<file path="config.mk">
export PLATFORM = sky130hd
export DESIGN_NAME = kex_reader
export DESIGN_NICKNAME = d
export VERILOG_FILES = /design/src/rtl/kex_reader_pkg.sv /design/src/rtl/kex_skid_fifo.sv /design/src/rtl/kex_reader.sv
export SDC_FILE = /design/constraint.sdc
export NUM_CORES = 1
export LEC_CHECK = 0
export ABC_AREA = 1
export CAP_MARGIN = 0
export CORE_MARGIN = 2
export CORE_UTILIZATION = 55
export CTS_CLUSTER_SIZE = 28
export DETAILED_ROUTE_END_ITERATION = 7
export DONT_BUFFER_PORTS = 1
export PLACE_DENSITY = 0.75
export RECOVER_POWER = 50
export SLEW_MARGIN = 20
export SYNTH_ARGS = -nofsm -noshare
export SYNTH_HDL_FRONTEND = slang
export SYNTH_HIERARCHICAL = 1
export SYNTH_SLANG_ARGS = --single-unit
</file>
<file path="constraint.sdc">
create_clock -name clk -period 3.7 [get_ports clk]
set_input_delay 0.37 -clock clk [delete_from_list [all_inputs] [get_ports clk]]
set_output_delay 0.37 -clock clk [all_outputs]
set_load 0.02 [all_outputs]
</file>
<file path="src/rtl/kex_reader_pkg.sv">
// Shared sizing and FSM state type for the KEX RAM read sequencer.
// Optional stall counter in kex_reader is enabled by defining KEX_READER_PERF_EN.
package kex_reader_pkg;

    localparam int WG_W       = 8;
    localparam int NPAR       = 8;
    localparam int KEX_N_ELEM = 512;

    localparam int KEX_IW = $clog2(NPAR);
    localparam int KEX_AW = $clog2(KEX_N_ELEM);
    localparam int KEX_DW = WG_W + KEX_IW;
    localparam int KEX_CW = KEX_AW + 1;

    typedef enum logic [1:0] {
        IDLE,
        RUN,
        DRAIN,
        FIN
    } kex_state_t;

endpackage

</file>
<file path="src/rtl/kex_skid_fifo.sv">
// Two-entry FIFO that absorbs the RAM read latency between issue and the output stream.
// Push while full is only accepted when a pop frees a slot in the same cycle.
module kex_skid_fifo
    import kex_reader_pkg::*;
#(
    parameter int W = KEX_DW
) (
    input  logic         clk,
    input  logic         reset,
    input  logic         push,
    input  logic         pop,
    input  logic [W-1:0] din,
    output logic [W-1:0] dout,
    output logic         full,
    output logic         empty,
    output logic [1:0]   count
);

    logic [W-1:0] mem0;
    logic [W-1:0] mem1;
    logic         rd_ptr;
    logic         wr_ptr;
    logic         do_push;
    logic         do_pop;

    assign empty   = (count == 2'd0);
    assign full    = (count == 2'd2);
    assign do_pop  = pop && !empty;
    assign do_push = push && (!full || do_pop);
    assign dout    = rd_ptr ? mem1 : mem0;

    always_ff @(posedge clk or posedge reset) begin
        if (reset) begin
            mem0   <= '0;
            mem1   <= '0;
            rd_ptr <= 1'b0;
            wr_ptr <= 1'b0;
            count  <= 2'd0;
        end else begin
            if (do_push) begin
                if (wr_ptr) begin
                    mem1 <= din;
                end else begin
                    mem0 <= din;
                end
                wr_ptr <= ~wr_ptr;
            end
            if (do_pop) begin
                rd_ptr <= ~rd_ptr;
            end
            case ({do_push, do_pop})
                2'b10:   count <= count + 2'd1;
                2'b01:   count <= count - 2'd1;
                default: count <= count;
            endcase
        end
    end

endmodule

</file>
<file path="src/rtl/kex_reader.sv">
// Walks a contiguous KEX RAM window and streams each entry out as weight + lane index.
// Define KEX_READER_PERF_EN to add the 32-bit saturating stall_cnt output.
module kex_reader
    import kex_reader_pkg::*;
(
    input  logic              clk,
    input  logic              reset,
    input  logic              start,
    input  logic [KEX_AW-1:0] base_addr,
    input  logic [KEX_CW-1:0] n_elem,
    output logic              busy,
    output logic              done,
    output logic [KEX_AW-1:0] ram_addr,
    input  logic [KEX_DW-1:0] ram_res,
    output logic              out_valid,
    input  logic              out_ready,
    output logic [WG_W-1:0]   out_wg,
    output logic [KEX_IW-1:0] out_idx,
    output logic              out_last
`ifdef KEX_READER_PERF_EN
    ,
    output logic [31:0]       stall_cnt
`endif
);

    kex_state_t        state;
    kex_state_t        next_state;
    logic [KEX_AW-1:0] base_q;
    logic [KEX_CW-1:0] n_q;
    logic [KEX_CW-1:0] issue_cnt;
    logic [KEX_CW-1:0] pop_cnt;
    logic              inflight;
    logic              accept;
    logic              issue;
    logic              pop;
    logic [2:0]        occ;
    logic [2:0]        limit;
    logic [KEX_DW-1:0] head;
    logic              fifo_full;
    logic              fifo_empty;
    logic [1:0]        fifo_count;

    kex_skid_fifo #(.W(KEX_DW)) u_fifo (
        .clk   (clk),
        .reset (reset),
        .push  (inflight),
        .pop   (pop),
        .din   (ram_res),
        .dout  (head),
        .full  (fifo_full),
        .empty (fifo_empty),
        .count (fifo_count)
    );

    assign accept    = (state == IDLE) && start;
    assign out_valid = !fifo_empty;
    assign pop       = out_valid && out_ready;

    // Occupancy counts the read still in flight, so a slot is always reserved for it.
    assign occ   = {1'b0, fifo_count} + {2'b00, inflight};
    assign limit = 3'd2 + {2'b00, pop};
    assign issue = (state == RUN) && (issue_cnt != n_q) &&
                   !(fifo_full && !pop) && (occ < limit);

    assign ram_addr = issue ? (base_q + issue_cnt[KEX_AW-1:0]) : '0;
    assign out_wg   = head[KEX_DW-1:KEX_IW];
    assign out_idx  = head[KEX_IW-1:0];
    assign out_last = out_valid && (pop_cnt == (n_q - KEX_CW'(1)));

    always_ff @(posedge clk or posedge reset) begin
        if (reset) begin
            state     <= IDLE;
            base_q    <= '0;
            n_q       <= '0;
            issue_cnt <= '0;
            pop_cnt   <= '0;
            inflight  <= 1'b0;
        end else begin
            state    <= next_state;
            inflight <= issue;
            if (accept) begin
                base_q    <= base_addr;
                n_q       <= n_elem;
                issue_cnt <= '0;
                pop_cnt   <= '0;
            end else begin
                if (issue) begin
                    issue_cnt <= issue_cnt + KEX_CW'(1);
                end
                if (pop) begin
                    pop_cnt <= pop_cnt + KEX_CW'(1);
                end
            end
        end
    end

    // DRAIN counts this cycle's pop so done lands right after the final handshake.
    always_comb begin
        next_state = state;
        busy       = (state != IDLE);
        done       = (state == FIN);
        case (state)
            IDLE: begin
                if (start) begin
                    next_state = (n_elem != '0) ? RUN : FIN;
                end
            end
            RUN: begin
                if (issue_cnt == n_q) begin
                    next_state = DRAIN;
                end
            end
            DRAIN: begin
                if (!inflight && ((fifo_count == 2'd0) || ((fifo_count == 2'd1) && pop))) begin
                    next_state = FIN;
                end
            end
            FIN: begin
                next_state = IDLE;
            end
            default: begin
                next_state = IDLE;
            end
        endcase
    end

`ifdef KEX_READER_PERF_EN
    always_ff @(posedge clk or posedge reset) begin
        if (reset) begin
            stall_cnt <= '0;
        end else if (accept) begin
            stall_cnt <= '0;
        end else if (out_valid && !out_ready && (stall_cnt != '1)) begin
            stall_cnt <= stall_cnt + 32'd1;
        end
    end
`endif

endmodule

</file>
=== Word-level counts from Yosys, hierarchy flattened ===
Index checks and enable logic that the tools add are counted.

* Logic and storage cells: 75
* Input bits: 34
* Register bits: 68

* Reduce and logical (&&, ||, !) cells: 28
* Muxes and demuxes: 12
* Magnitude comparators: 1
* Equality and inequality tests: 13
* Bitwise gates (word level): 2
* Add/sub/neg operators: 8

{| class="wikitable"
|+ Operators by type and width
! cell !! count
|-
| 10-bit 2-to-1 mux || 4
|-
| 10-bit by 1-bit adder with 10-bit output (second input constant) || 2
|-
| 10-bit equality test || 2
|-
| 1-bit logical AND || 11
|-
| 11-bit 2-to-1 mux || 1
|-
| 10-bit != test || 1
|-
| 10-bit nonzero test || 1
|-
| 10-bit by 1-bit subtractor with 10-bit output (second input constant) || 1
|-
| 9-bit adder || 1
|-
| 9-bit 2-to-1 mux || 1
|-
| 2-bit equality test (second input constant) || 4
|-
| 2-bit 2-to-1 mux || 4
|-
| 2-bit case mux with 4 select lines || 1
|-
| 2-bit nonzero test || 4
|-
| 2-bit by 1-bit equality test with 1-bit output (second input constant) || 3
|-
| 1-bit logical NOT || 5
|-
| 2-bit logical NOT || 2
|-
| 2-bit != test (second input constant) || 2
|-
| 2-bit case mux with 2 select lines || 1
|-
| 2-bit AND reduction || 2
|-
| 2-bit by 1-bit adder with 3-bit output || 1
|-
| 2-bit by 1-bit adder with 3-bit output (first input constant) || 1
|-
| 3-bit less-than comparator || 1
|-
| 3-bit AND reduction || 1
|-
| 5 further kinds || 7
|}

=== Logic depth before layout (Yosys ltp) ===
* Word-level depth: 10
* Gate-level depth with buffers: 12
* Gate-level depth less buffers: 12

=== Modules after synthesis ===
The synthesis kept the hierarchy.

{| class="wikitable"
|+ Modules (own cells, without submodules)
! module !! seq. area each (um2) !! area each (um2) !! instances !! cells each
|-
| kex_reader || 1051.0 || 3070.4 || 1 || 434
|-
| kex_skid_fifo || 650.6 || 1308.8 || 1 || 162
|}

=== Worst setup path after synthesis ===
No wires, ideal clock.

* Kind: reg-to-output
* Start: reg u_fifo.count[0]
* End: out ram_addr[2]
* Cell stages (with the launch flop): 8
* Slack: 1379 ps
* Data arrival time: 1951 ps
* Cell sequence: dfrtp_1 ha_1 ha_1 a21oi_1 o21a_1 nand3_4 buf_6 nor3_1

* Word-level cells in the longest chain between the ends: 9

{| class="wikitable"
|+ Ends and longest elaborated chain
! item !! line !! RTL
|-
| start, declared || kex_skid_fifo.sv:16 || <nowiki>output logic [1:0] count</nowiki>
|-
| start signal, assigned || kex_skid_fifo.sv:52 || <nowiki>2'b10: count <= count + 2'd1;</nowiki>
|-
| start signal, assigned || kex_skid_fifo.sv:53 || <nowiki>2'b01: count <= count - 2'd1;</nowiki>
|-
| start signal, assigned || kex_skid_fifo.sv:54 || <nowiki>default: count <= count;</nowiki>
|-
| parallel branches: the longest is 7 deep, another holds 2-bit by 1-bit adder with 3-bit output || -- ||
|-
| 1-bit logical AND * || kex_reader.sv:63 || <nowiki>!(fifo_full && !pop) && (occ < limit);</nowiki>
|-
| 9-bit 2-to-1 mux * || kex_reader.sv:65 || <nowiki>assign ram_addr = issue ? (base_q + issue_cnt[KEX_AW-1:0]) : '0;</nowiki>
|-
| end, declared || kex_reader.sv:13 || <nowiki>output logic [KEX_AW-1:0] ram_addr,</nowiki>
|}

Mark *: on every way between the ends.

=== Final worst setup path ===
* Start: reg inflight
* End: out ram_addr[7]

* Word-level cells in the longest chain between the ends: 4

{| class="wikitable"
|+ Ends and longest elaborated chain
! item !! line !! RTL
|-
| start, declared || kex_reader.sv:32 || <nowiki>logic inflight;</nowiki>
|-
| start signal, assigned || kex_reader.sv:80 || <nowiki>inflight <= issue;</nowiki>
|-
| 2-bit by 1-bit adder with 3-bit output || kex_reader.sv:60 || <nowiki>assign occ = {1'b0, fifo_count} + {2'b00, inflight};</nowiki>
|-
| 3-bit less-than comparator || kex_reader.sv:63 ||
|-
| 1-bit logical AND || kex_reader.sv:63 ||
|-
| 9-bit 2-to-1 mux || kex_reader.sv:65 ||
|}

Every way passes these cells.

==> impl_metrics.tcl <==
set metrics [dict create \
    status "finished with violations" \
    violations "capacitance limit, slew limit" \
    synthToLayoutAreaGrowth_pct 4.60 \
    grt_pass1_wl_um 16400 \
    cpMostUsedCell "ha_1" \
    synth_seq_cells 68 \
    slew_violations 43 \
    setup_viol 0 \
    first_global_vias 3533 \
    arrival_ps 2600 \
    min_period_over_period_pct 80.4 \
    first_iter_violations 259 \
    postCtsSetupBuffers 0 \
    grt_max_degree 46 \
    viasPerCell 5.29 \
    syn_area_sq_um 4380 \
    hold_violations 0 \
    path_delay_family "simple AND/OR/NAND/NOR gates" \
    leakagePower_nw 2.38 \
    post_cts_resized 0 \
    crit_chain "buf_4 > ha_1 > ha_1 > a21oi_1 > o21a_1 > nand3_4 > nor3_1" \
    portBuffers 0 \
    ys.flop_type "dfrtp_1" \
    syn_inst 596 \
    cts.sinks 68 \
    ff2ff_path_depth 8 \
    regArea_sq_um 1700 \
    start_kind "flop" \
    finalNetCount 643 \
    antenna_found_initial 0 \
    worst_slew_pin_slew_ps 2320 \
    n_antenna_cell 0 \
    criticalPathCategory "flop to output port" \
    netlist_top_cells_count "nand2_1 (215), dfrtp_1 (68), inv_1 (59)" \
    setup_tns_ps 0 \
    clockRootBuffer "clkbuf_8" \
    htreeDepth 3 \
    die_w_um 93.2 \
    cellPowerDensity_nw_per_um2 813 \
    start_util_pct 56.7 \
    drc 0 \
    critPathMaxStageDelay_ps 580 \
    crit_cells 7 \
    ir_drop_v 0.000327 \
    worstSetupEndpointType "output port" \
    die_h_um 93.2 \
    place_ws_ps 1070 \
    clk_pin_slew_ps 90 \
    post-dp-hpwl_um 6740 \
    vias 3684 \
    fin_hold_ws_ps 111 \
    multi_input_area_sq_um 2290 \
    yosysTopAreaCell "dfrtp_1" \
    wire_per_inst_um 13.5 \
    fp.coreArea_sq_um 7730 \
    globalRoute.totalOverflow 0 \
    clk-insertion-delay-late_ps 360 \
    hold_path_class "input port to async pin" \
    fin_skew_ps 12.7 \
    clock_path_buffers 2 \
    crit_path_max_fanout 27 \
    cts_tree "done" \
    synth_area_leaders "dfrtp_1 (39%), nand2_1 (18%), ha_1 (5.4%), inv_1 (5.1%), nor2_1 (4.5%)" \
    grt_usage_pct 23.8 \
    fp.dieArea_sq_um 8690 \
    maxCapViolations 1 \
    fmax_mhz 336 \
    synthArstFlopShare_pct 100 \
    required_ps 3330 \
    cts_buffers 9 \
    setup_ws_ps 727 \
    drive_gt1_share_pct 5.39 \
    yosysMostFrequentCell "nand2_1" \
    synth_top_area_share_pct 38.9 \
    wl_um 9390 \
    postRouteAntennaNets 0 \
    synth.avg_cell_area_sq_um 7.35 \
    io_pins 58 \
    synth_seq_area_share_pct 38.9 \
    syn_nets 650 \
    finalCriticalPeriod_ps 2970 \
    yosysUniqueCellTypes 35 \
    globalplace.congestion 0.894 \
    slew_headroom_pct -54.9 \
    nFillCells 703 \
    num_rows 32 \
    ctsHoldBuffers 0 \
    synth_edf_count 0 \
    yosys_warnings 6 \
    firstDrtPassIters 4 \
    rsz0062_at_grt "no" \
    critical_path_buf_inv_count 1 \
    crit_slowest_cell "nor3_1" \
]
[registers in the layout, summed over array words and instances (netlist names)]
register       cells
issue_cnt         10
n_q               10
inflight           1
u_fifo/wr_ptr      1
u_fifo/mem1       11
u_fifo/count       2
base_q             9
u_fifo/mem0       11
pop_cnt           10
state              2
u_fifo/rd_ptr      1
[cells by family after synthesis]
family,Yosys count,share of synthesized area (%)
simple gates,354,35.2
buf+inv,83,8.66
flops,68,38.9
compound gates,38,4.77
xor+xnor,33,6.60
fa+ha+maj,20,5.89
[layout by cell type, fill, tap and decap left out, types with 2 or more instances in the layout]
master      count
buf_4           2
nand3_2         2
nand2_1       217
or2_2           5
nor2_1         52
nor3_1         13
xor2_1         15
a21oi_1         9
a31oi_1         2
clkbuf_8        9
ha_1           19
inv_2           2
dfrtp_1        68
nand3_1        28
nand3_4         3
clkinvlp_4      2
nand4_1        31
inv_1          59
o21ai_0        21
inv_6           3
xnor2_1        18
[metrics by stage]
stage / cell area [sq um] / power [mW] / utilization, % / instances
floorplan: 4380 / 2.80 / - / 596
global placement: 4380 / 3.02 / 56.7 / 680
detailed placement: 4380 / 3.09 / 56.7 / 680
CTS: 4590 / 3.74 / 59.4 / 696
global route: 4580 / 4.08 / 59.3 / 696
finish: 4580 / 3.72 / 59.3 / 696
[final cells by class]
type                    count  area share, %
clock buffers               9           2.70
clock inverters             7           1.80
inverters                  62           5.08
multi-input cells         445           50.1
flip-flops and latches     68           37.1
well taps                 102           2.79
repair buffers              3          0.410
[report_power, final]
group | leakage (nW) | switching (mW) | internal, mW | total (mW)
logic | 1.41 | 1.16 | 0.583 | 1.74
registers | 0.872 | 0.313 | 1.02 | 1.33
clock network | 0.0988 | 0.332 | 0.323 | 0.655
total | 2.38 | 1.80 | 1.92 | 3.72
[per-layer routing]
metal  vias up  track usage (%)  wire length, um
li1       1876                -                -
met1      1713             30.8             4250
met2        82             39.4             4430
met3        13             4.51              519
met4         0             9.56              184
met5         -                0                0
[path summary, 6_finish.rpt]
check,startpoint,to,slack [ps]
setup / recovery,inflight,ram_addr[7],730
hold / removal,reset,u_fifo/mem0[0],110
setup reg to reg,state[0],issue_cnt[3],910
hold reg to reg,u_fifo/mem0[1],u_fifo/mem0[1],480
max in group asynchronous,reset,n_q[6],1610
min in group clk,base_addr[3],base_q[3],130
Power figures use the tool's default switching activity.
